--- src/rtl/instr_fetch_ctrl.sv ---
// Instruction fetch controller: walks a combinational 64-bit instruction store, merges
// two-slot lddw immediates and hands one instruction at a time to decode.
// Optional feature macro: FETCH_PERF_CNT_EN (retired-instruction counter on instr_count).
module instr_fetch_ctrl #(
    parameter int unsigned PROG_LEN = 1024
) (
    input  logic        clk,
    input  logic        rst,
    input  logic        start,
    input  logic [31:0] entry_pc,
    output logic [31:0] rom_addr,
    input  logic [63:0] rom_instr,
    output logic [63:0] instr_out,
    output logic [31:0] imm_hi,
    output logic [31:0] pc_out,
    output logic        instr_valid,
    input  logic        instr_ready,
    input  logic        redirect,
    input  logic [31:0] redirect_pc,
    output logic        busy,
    output logic        halt,
    output logic        fault,
    output logic [31:0] instr_count
);

    typedef enum logic [2:0] {
        S_IDLE   = 3'd0,
        S_FETCH  = 3'd1,
        S_FETCH2 = 3'd2,
        S_HOLD   = 3'd3,
        S_HALT   = 3'd4
    } state_t;

    localparam logic [32:0] PROG_LEN_EXT = 33'(PROG_LEN);
    localparam logic [7:0]  OP_LDDW      = 8'h18;
    localparam logic [7:0]  OP_EXIT      = 8'h95;

    state_t      state_q, state_d;
    logic [31:0] pc_q, pc_d;
    logic [63:0] instr_q, instr_d;
    logic [31:0] imm_q, imm_d;
    logic [31:0] pc_out_q, pc_out_d;
    logic        halt_q, halt_d;
    logic        fault_q, fault_d;

    logic        fetch_oob_s;
    logic        fetch2_oob_s;
    logic        start_ok_s;
    logic        xfer_s;
    logic        held_lddw_s;
    logic        held_exit_s;
    logic [31:0] step_s;

    // Decode helpers; bounds are checked in 33 bits so pc+1 cannot wrap into range.
    assign fetch_oob_s  = ({1'b0, pc_q} >= PROG_LEN_EXT);
    assign fetch2_oob_s = (({1'b0, pc_q} + 33'd1) >= PROG_LEN_EXT);
    assign start_ok_s   = start && ((state_q == S_IDLE) || (state_q == S_HALT));
    assign xfer_s       = (state_q == S_HOLD) && instr_ready;
    assign held_lddw_s  = (instr_q[7:0] == OP_LDDW);
    assign held_exit_s  = (instr_q[7:0] == OP_EXIT);
    assign step_s       = held_lddw_s ? 32'd2 : 32'd1;

    // State register.
    always_ff @(posedge clk) begin
        if (rst) begin
            state_q <= S_IDLE;
        end else begin
            state_q <= state_d;
        end
    end

    // Next-state logic; redirect outranks fault and exit in every running state.
    always_comb begin
        state_d = state_q;
        case (state_q)
            S_IDLE, S_HALT: begin
                if (start_ok_s) begin
                    state_d = S_FETCH;
                end else begin
                    state_d = state_q;
                end
            end
            S_FETCH: begin
                if (redirect) begin
                    state_d = S_FETCH;
                end else if (fetch_oob_s) begin
                    state_d = S_HALT;
                end else if (rom_instr[7:0] == OP_LDDW) begin
                    state_d = S_FETCH2;
                end else begin
                    state_d = S_HOLD;
                end
            end
            S_FETCH2: begin
                if (redirect) begin
                    state_d = S_FETCH;
                end else if (fetch2_oob_s) begin
                    state_d = S_HALT;
                end else begin
                    state_d = S_HOLD;
                end
            end
            S_HOLD: begin
                if (redirect) begin
                    state_d = S_FETCH;
                end else if (xfer_s) begin
                    state_d = held_exit_s ? S_HALT : S_FETCH;
                end else begin
                    state_d = S_HOLD;
                end
            end
            default: state_d = S_IDLE;
        endcase
    end

    // Output decode from the state register.
    always_comb begin
        instr_valid = (state_q == S_HOLD);
        busy        = (state_q == S_FETCH) || (state_q == S_FETCH2) || (state_q == S_HOLD);
        if (state_q == S_FETCH2) begin
            rom_addr = pc_q + 32'd1;
        end else begin
            rom_addr = pc_q;
        end
    end

    // Datapath next values: pc, captured instruction, immediate and status flags.
    always_comb begin
        pc_d     = pc_q;
        instr_d  = instr_q;
        imm_d    = imm_q;
        pc_out_d = pc_out_q;
        halt_d   = halt_q;
        fault_d  = fault_q;
        case (state_q)
            S_IDLE, S_HALT: begin
                if (start_ok_s) begin
                    pc_d    = entry_pc;
                    halt_d  = 1'b0;
                    fault_d = 1'b0;
                end else begin
                    pc_d = pc_q;
                end
            end
            S_FETCH: begin
                if (redirect) begin
                    pc_d = redirect_pc;
                end else if (fetch_oob_s) begin
                    fault_d = 1'b1;
                end else begin
                    instr_d  = rom_instr;
                    pc_out_d = pc_q;
                    imm_d    = 32'd0;
                end
            end
            S_FETCH2: begin
                if (redirect) begin
                    pc_d = redirect_pc;
                end else if (fetch2_oob_s) begin
                    fault_d = 1'b1;
                end else begin
                    imm_d = rom_instr[63:32];
                end
            end
            S_HOLD: begin
                if (redirect) begin
                    pc_d = redirect_pc;
                end else if (xfer_s) begin
                    if (held_exit_s) begin
                        halt_d = 1'b1;
                    end else begin
                        pc_d = pc_q + step_s;
                    end
                end else begin
                    pc_d = pc_q;
                end
            end
            default: begin
                pc_d = pc_q;
            end
        endcase
    end

    // Datapath registers.
    always_ff @(posedge clk) begin
        if (rst) begin
            pc_q     <= 32'd0;
            instr_q  <= 64'd0;
            imm_q    <= 32'd0;
            pc_out_q <= 32'd0;
            halt_q   <= 1'b0;
            fault_q  <= 1'b0;
        end else begin
            pc_q     <= pc_d;
            instr_q  <= instr_d;
            imm_q    <= imm_d;
            pc_out_q <= pc_out_d;
            halt_q   <= halt_d;
            fault_q  <= fault_d;
        end
    end

    assign instr_out = instr_q;
    assign imm_hi    = imm_q;
    assign pc_out    = pc_out_q;
    assign halt      = halt_q;
    assign fault     = fault_q;

`ifdef FETCH_PERF_CNT_EN
    logic [31:0] cnt_q, cnt_d;

    // Saturating retire counter; a transfer that coincides with redirect still counts.
    always_comb begin
        cnt_d = cnt_q;
        if (start_ok_s) begin
            cnt_d = 32'd0;
        end else if (xfer_s && (cnt_q != 32'hFFFF_FFFF)) begin
            cnt_d = cnt_q + 32'd1;
        end else begin
            cnt_d = cnt_q;
        end
    end

    // Counter register.
    always_ff @(posedge clk) begin
        if (rst) begin
            cnt_q <= 32'd0;
        end else begin
            cnt_q <= cnt_d;
        end
    end

    assign instr_count = cnt_q;
`else
    assign instr_count = 32'd0;
`endif

endmodule

--- config.mk ---
export PLATFORM = sky130hd
export DESIGN_NAME = instr_fetch_ctrl
export DESIGN_NICKNAME = d
export VERILOG_FILES = /design/src/rtl/instr_fetch_ctrl.sv
export SDC_FILE = /design/constraint.sdc
export NUM_CORES = 1
export LEC_CHECK = 0
export ABC_AREA = 1
export BUFFER_PORTS_ARGS = -buffer_cell sky130_fd_sc_hd__buf_2
export CAP_MARGIN = 25
export CORE_UTILIZATION = 53
export CTS_CLUSTER_DIAMETER = 30
export DETAILED_ROUTE_END_ITERATION = 12
export HOLD_SLACK_MARGIN = 0.06
export PLACE_DENSITY = 0.82
export SLEW_MARGIN = 20
export SYNTH_ARGS = -nofsm -noshare
export SYNTH_HDL_FRONTEND = slang
export SYNTH_SLANG_ARGS = --single-unit
--- constraint.sdc ---
create_clock -name clk -period 7.6 [get_ports clk]
set_input_delay 1.9 -clock clk [delete_from_list [all_inputs] [get_ports clk]]
set_output_delay 1.9 -clock clk [all_outputs]
set_load 0.02 [all_outputs]
# After elaboration in Yosys (flattened, before gate mapping)
# Cells that the tools add are included.
# word_totals
out_inout_bits	196
input_bits	133
register_bits	165
word_cells	84
# classes
n_reduce_logical	17
eq_ne	20
n_addsub	3
n_mux	33
magnitude_cmp	2
bitwise	2
# op_table
operator	count
two-way mux 32 bit	10
case mux 32 bit (3 select lines)	1
case mux 32 bit (2 select lines)	1
adder 32 x 1 -> 33 bit (second input constant)	1
greater-or-equal comparator 33 x 11 -> 1 bit (second input constant)	1
adder 32 x 1 -> 32 bit (second input constant)	1
adder 32 x 2 -> 32 bit	1
greater-or-equal comparator 32 x 11 -> 1 bit (second input constant)	1
two-way mux 3 bit	8
== test 8 x 5 -> 1 bit (second input constant)	2
!= test 2 bit (second input constant)	8
AND reduction 5 bit	3
case mux 3 bit (4 select lines)	1
two-way mux 1 bit	9
== test 8 bit (second input constant)	1
== test 3 x 2 -> 1 bit (second input constant)	2
!= test 2 x 1 -> 1 bit (second input constant)	3
AND reduction 6 bit	1
nonzero test 3 bit	2
nonzero test 2 bit	2
OR reduction 2 bit	2
== test 3 x 1 -> 1 bit (second input constant)	1
== test 3 bit (second input constant)	1
logical NOT 3 bit	1
other kinds (9)	13

# Logic depth before layout (Yosys ltp)
# logic_depth
depth_word	7
depth_mapped	18
ltp_nobuf	17

# Least setup slack after synthesis
# Ideal clock, no wire load.
# synth_timing
path_kind	reg-to-output
start	register pc_q[0]
end	output rom_addr[24]
arrival_ps	1785
required_time_ps	5700
path_stages_with_launch	9
path_buffers	0
slack_ps	3915
cell_sequence	dfxtp_1 ha_1 inv_1 nor2_1 nand2_1 nor2_2 nand2_1 xor2_1 o21ai_0
# synth_between
elab_chain_cells	2
# synth_rtl
element	line_no	rtl
from (decl)	39	logic [31:0] pc_q, pc_d;
from (signal assigned)	194	pc_q <= pc_d;
adder 32 x 1 -> 32 bit	121	rom_addr = pc_q + 32'd1;
two-way mux 32 bit	120	if (state_q == S_FETCH2) begin
to (decl)	11	output logic [31:0] rom_addr,
# Every way passes these cells.

# Final worst setup path
# layout_timing
start	register state_q[2]
end	output rom_addr[24]
# layout_between
elab_chain_cells	2
# layout_rtl
element	line_no	rtl
from (decl)	38	state_t state_q, state_d;
from (signal assigned)	68	state_q <= state_d;
== test 3 x 2 -> 1 bit	120	
two-way mux 32 bit	120	
# Every way passes these cells.

==> results.ini <==
[run_status]
status = completed

[grt]
grt_max_degree = 114
grt_pass1_vias = 8717
overflow = 0
grt_pass1_wl_mm = 44.6
antenna_found_initial = 3
gr-usage-all-layers_pct = 32.0

[critical_path]
r2r_cells = 15
reg2reg_to = pc_q[16]
crit_path_start_kind = flip-flop
worstSetupPathType = flip-flop to output port
worstReg2RegStart = instr_out[3]
worstPathArrival_ps = 2720
path_max_fanout = 30
crit_required_ps = 5700
rrSetupSlack_ps = 3900
cp-startpoint = state_q[2]
crit_path_end_kind = output port

[floorplan]
ioPinCount = 329
coreArea_sq_um = 16600
dieArea_sq_um = 17500
die_h_um = 132
row_count = 47
die_x_um = 132
initial_core_util_pct = 54.4

[clock_tree]
cts_resized = 0
clock_path_buffers = 2
worstSkewPairLatency_ps = 440
cts.reportedPaths.clkPinSlew_ps = 70
cts_hold_buf = 0
clockRootBuffer = clkbuf_16
cts_buffers = 17
htree_num_levels = 4
cts_tree = yes
clkSinkCount = 165
post_cts_buffers = 0

[route]
vias = 9864
vias_per_cell = 5.26
wl_per_cell_um = 15.4
wl_mm = 28.9
drc_errors = 0
drtPass1Iterations = 5
ant_nets = 0
drt_iter0_drc = 747

[sta]
period_share_pct = 60.7
timing.fmax_ghz = 0.217
hold_violations = 0
setup_viol = 0
fin_crit_ps = 4620
grt_setup_unrepaired = no
final.setup.tns_ps = 0
tightest_slew_ps = 981
slew-limit-headroom_pct = 34.6
clock_skew_ps = 15.2
maxSlewViolCount = 0
whs_ps = 441

[finish]
drive_above_1_share_pct = 22.2
final_nets = 1777
fillers = 1553
instances_no_fill = 1874
area_growth_pct = 21.6

[hold_path]
hold_path_end = instr_out[22]
hp-start = instr_out[22]
min_path_type = flip-flop to flip-flop
hold_depth = 2

[flow_run]
cap_violations = 0

[logic_synthesis]
synthArstFlopShare_pct = 0
synth_common_cells = nand2_1, inv_1, a21oi_1
netlist_instances = 1401
synth_cell_types = 43
seq_area_frac_synth_pct = 36.6
synth_warnings = 0
netlist.top_cell.by_area = dfxtp_1
synth.area.top_cells = dfxtp_1, nand2_1, a21oi_1, inv_1, o21ai_0
synth_area_sq_um = 9020
synth-seq-cells = 165
ys.flop_type = dfxtp_1
avgSynthCellArea_sq_um = 6.44
yosysMostFrequentCell = nand2_1
synth_top_area_share_pct = 36.6
synth_edf_count = 0

[power_and_ir_drop]
total_power_mw = 2.12
power_leakage_nw = 5.34
power_density_nw_per_um2 = 193
peakVddDrop_uv = 166

[placed_design]
placedCellCount = 1838
gp_congestion = 0.968
port_buffers = 296
place_hpwl_mm = 21.1

[power breakdown]
group / internal [mW] / switching (mW) / total (mW) / leakage, nW
registers: 0.891 / 0.0427 / 0.933 / 1.34
clock network: 0.441 / 0.408 / 0.849 / 0.287
logic: 0.114 / 0.224 / 0.338 / 3.71
total: 1.44 / 0.675 / 2.12 / 5.34
[stage by stage]
stage	util [%]	area, sq um	setup slack [ps]
floorplan	-	9140	3910
detailed placement	62.3	10300	3370
global placement	62.3	10300	3440
finish	66.1	11000	2980
CTS	65.9	10900	3000
global route	66.1	11000	2780
[cells in the final DEF (no fill, tap or decap), types with 5 or more instances in the layout]
master     synthesis  final
clkbuf_16          0     17
nor3_1            12     11
buf_2             18    296
nor4_1             5      5
inv_1            203    201
inv_8              0      5
dfxtp_1          165    165
a21oi_1          182    182
o21ai_0          151    151
nand3_1           58     58
buf_4             41      7
nor2_4             7      7
nor2_2             8      9
nand2_1          278    277
nand4_1            6      6
nor2_1           144    143
clkinv_4           0      5
xor2_1            12     12
conb_1             1     32
o211ai_1          15     15
[layer usage]
| layer | GRT usage (%) | up-vias | wire (um) |
|---|---|---|---|
| li1 | - | 4868 | - |
| met1 | 39.6 | 4465 | 12000 |
| met2 | 52.8 | 453 | 13400 |
| met3 | 6.97 | 76 | 2370 |
| met4 | 15.5 | 2 | 1170 |
| met5 | 0 | - | 9 |
[how the worst max path moves through the flow]
| stage | slack [ps] | cells after the start | endpoint |
|---|---|---|---|
| after global placement | 3440 | 5 | instr_out[46] |
| after global routing | 2780 | 5 | rom_addr[24] |
| after CTS | 3000 | 5 | rom_addr[24] |
| after floorplan | 3910 | 8 | rom_addr[24] |
| final | 2980 | 5 | rom_addr[24] |
| after detailed placement | 3370 | 11 | pc_q[29] |
[area by class of cell]
| type | count | area, sq um | share of cell area (%) |
|---|---|---|---|
| antenna | 2 | 5.00 | 0.0456 |
| clock buffer | 18 | 429 | 3.91 |
| clock inverter | 14 | 158 | 1.44 |
| inverter | 206 | 774 | 7.06 |
| multi-input combinational | 944 | 4450 | 40.5 |
| sequential | 165 | 3300 | 30.1 |
| tap | 220 | 275 | 2.51 |
| timing repair buffer | 305 | 1580 | 14.4 |
[registers in the layout (all words and copies together) (netlist names)]
register,count
instr_out,64
imm_hi,32
pc_out,32
pc_q,32
state_q,3
fault,1
halt,1
[worst max-delay path, stage by stage, from the launching register on]
cell      delay, ps
dfxtp_1         390
nor3_2          210
clkinv_1        640
buf_4           500
o21ai_0         310
buf_2           230
[cells by family after synthesis]
| logic type | synth area share [%] |
|---|---|
| compound gates | 20.9 |
| xor+xnor | 1.36 |
| fa+ha+maj | 0.777 |
| buf+inv | 15.6 |
| flops | 36.6 |
| other cells | 0.0416 |
| simple gates | 24.8 |
No activity file was read; power rests on OpenSTA's default activity.
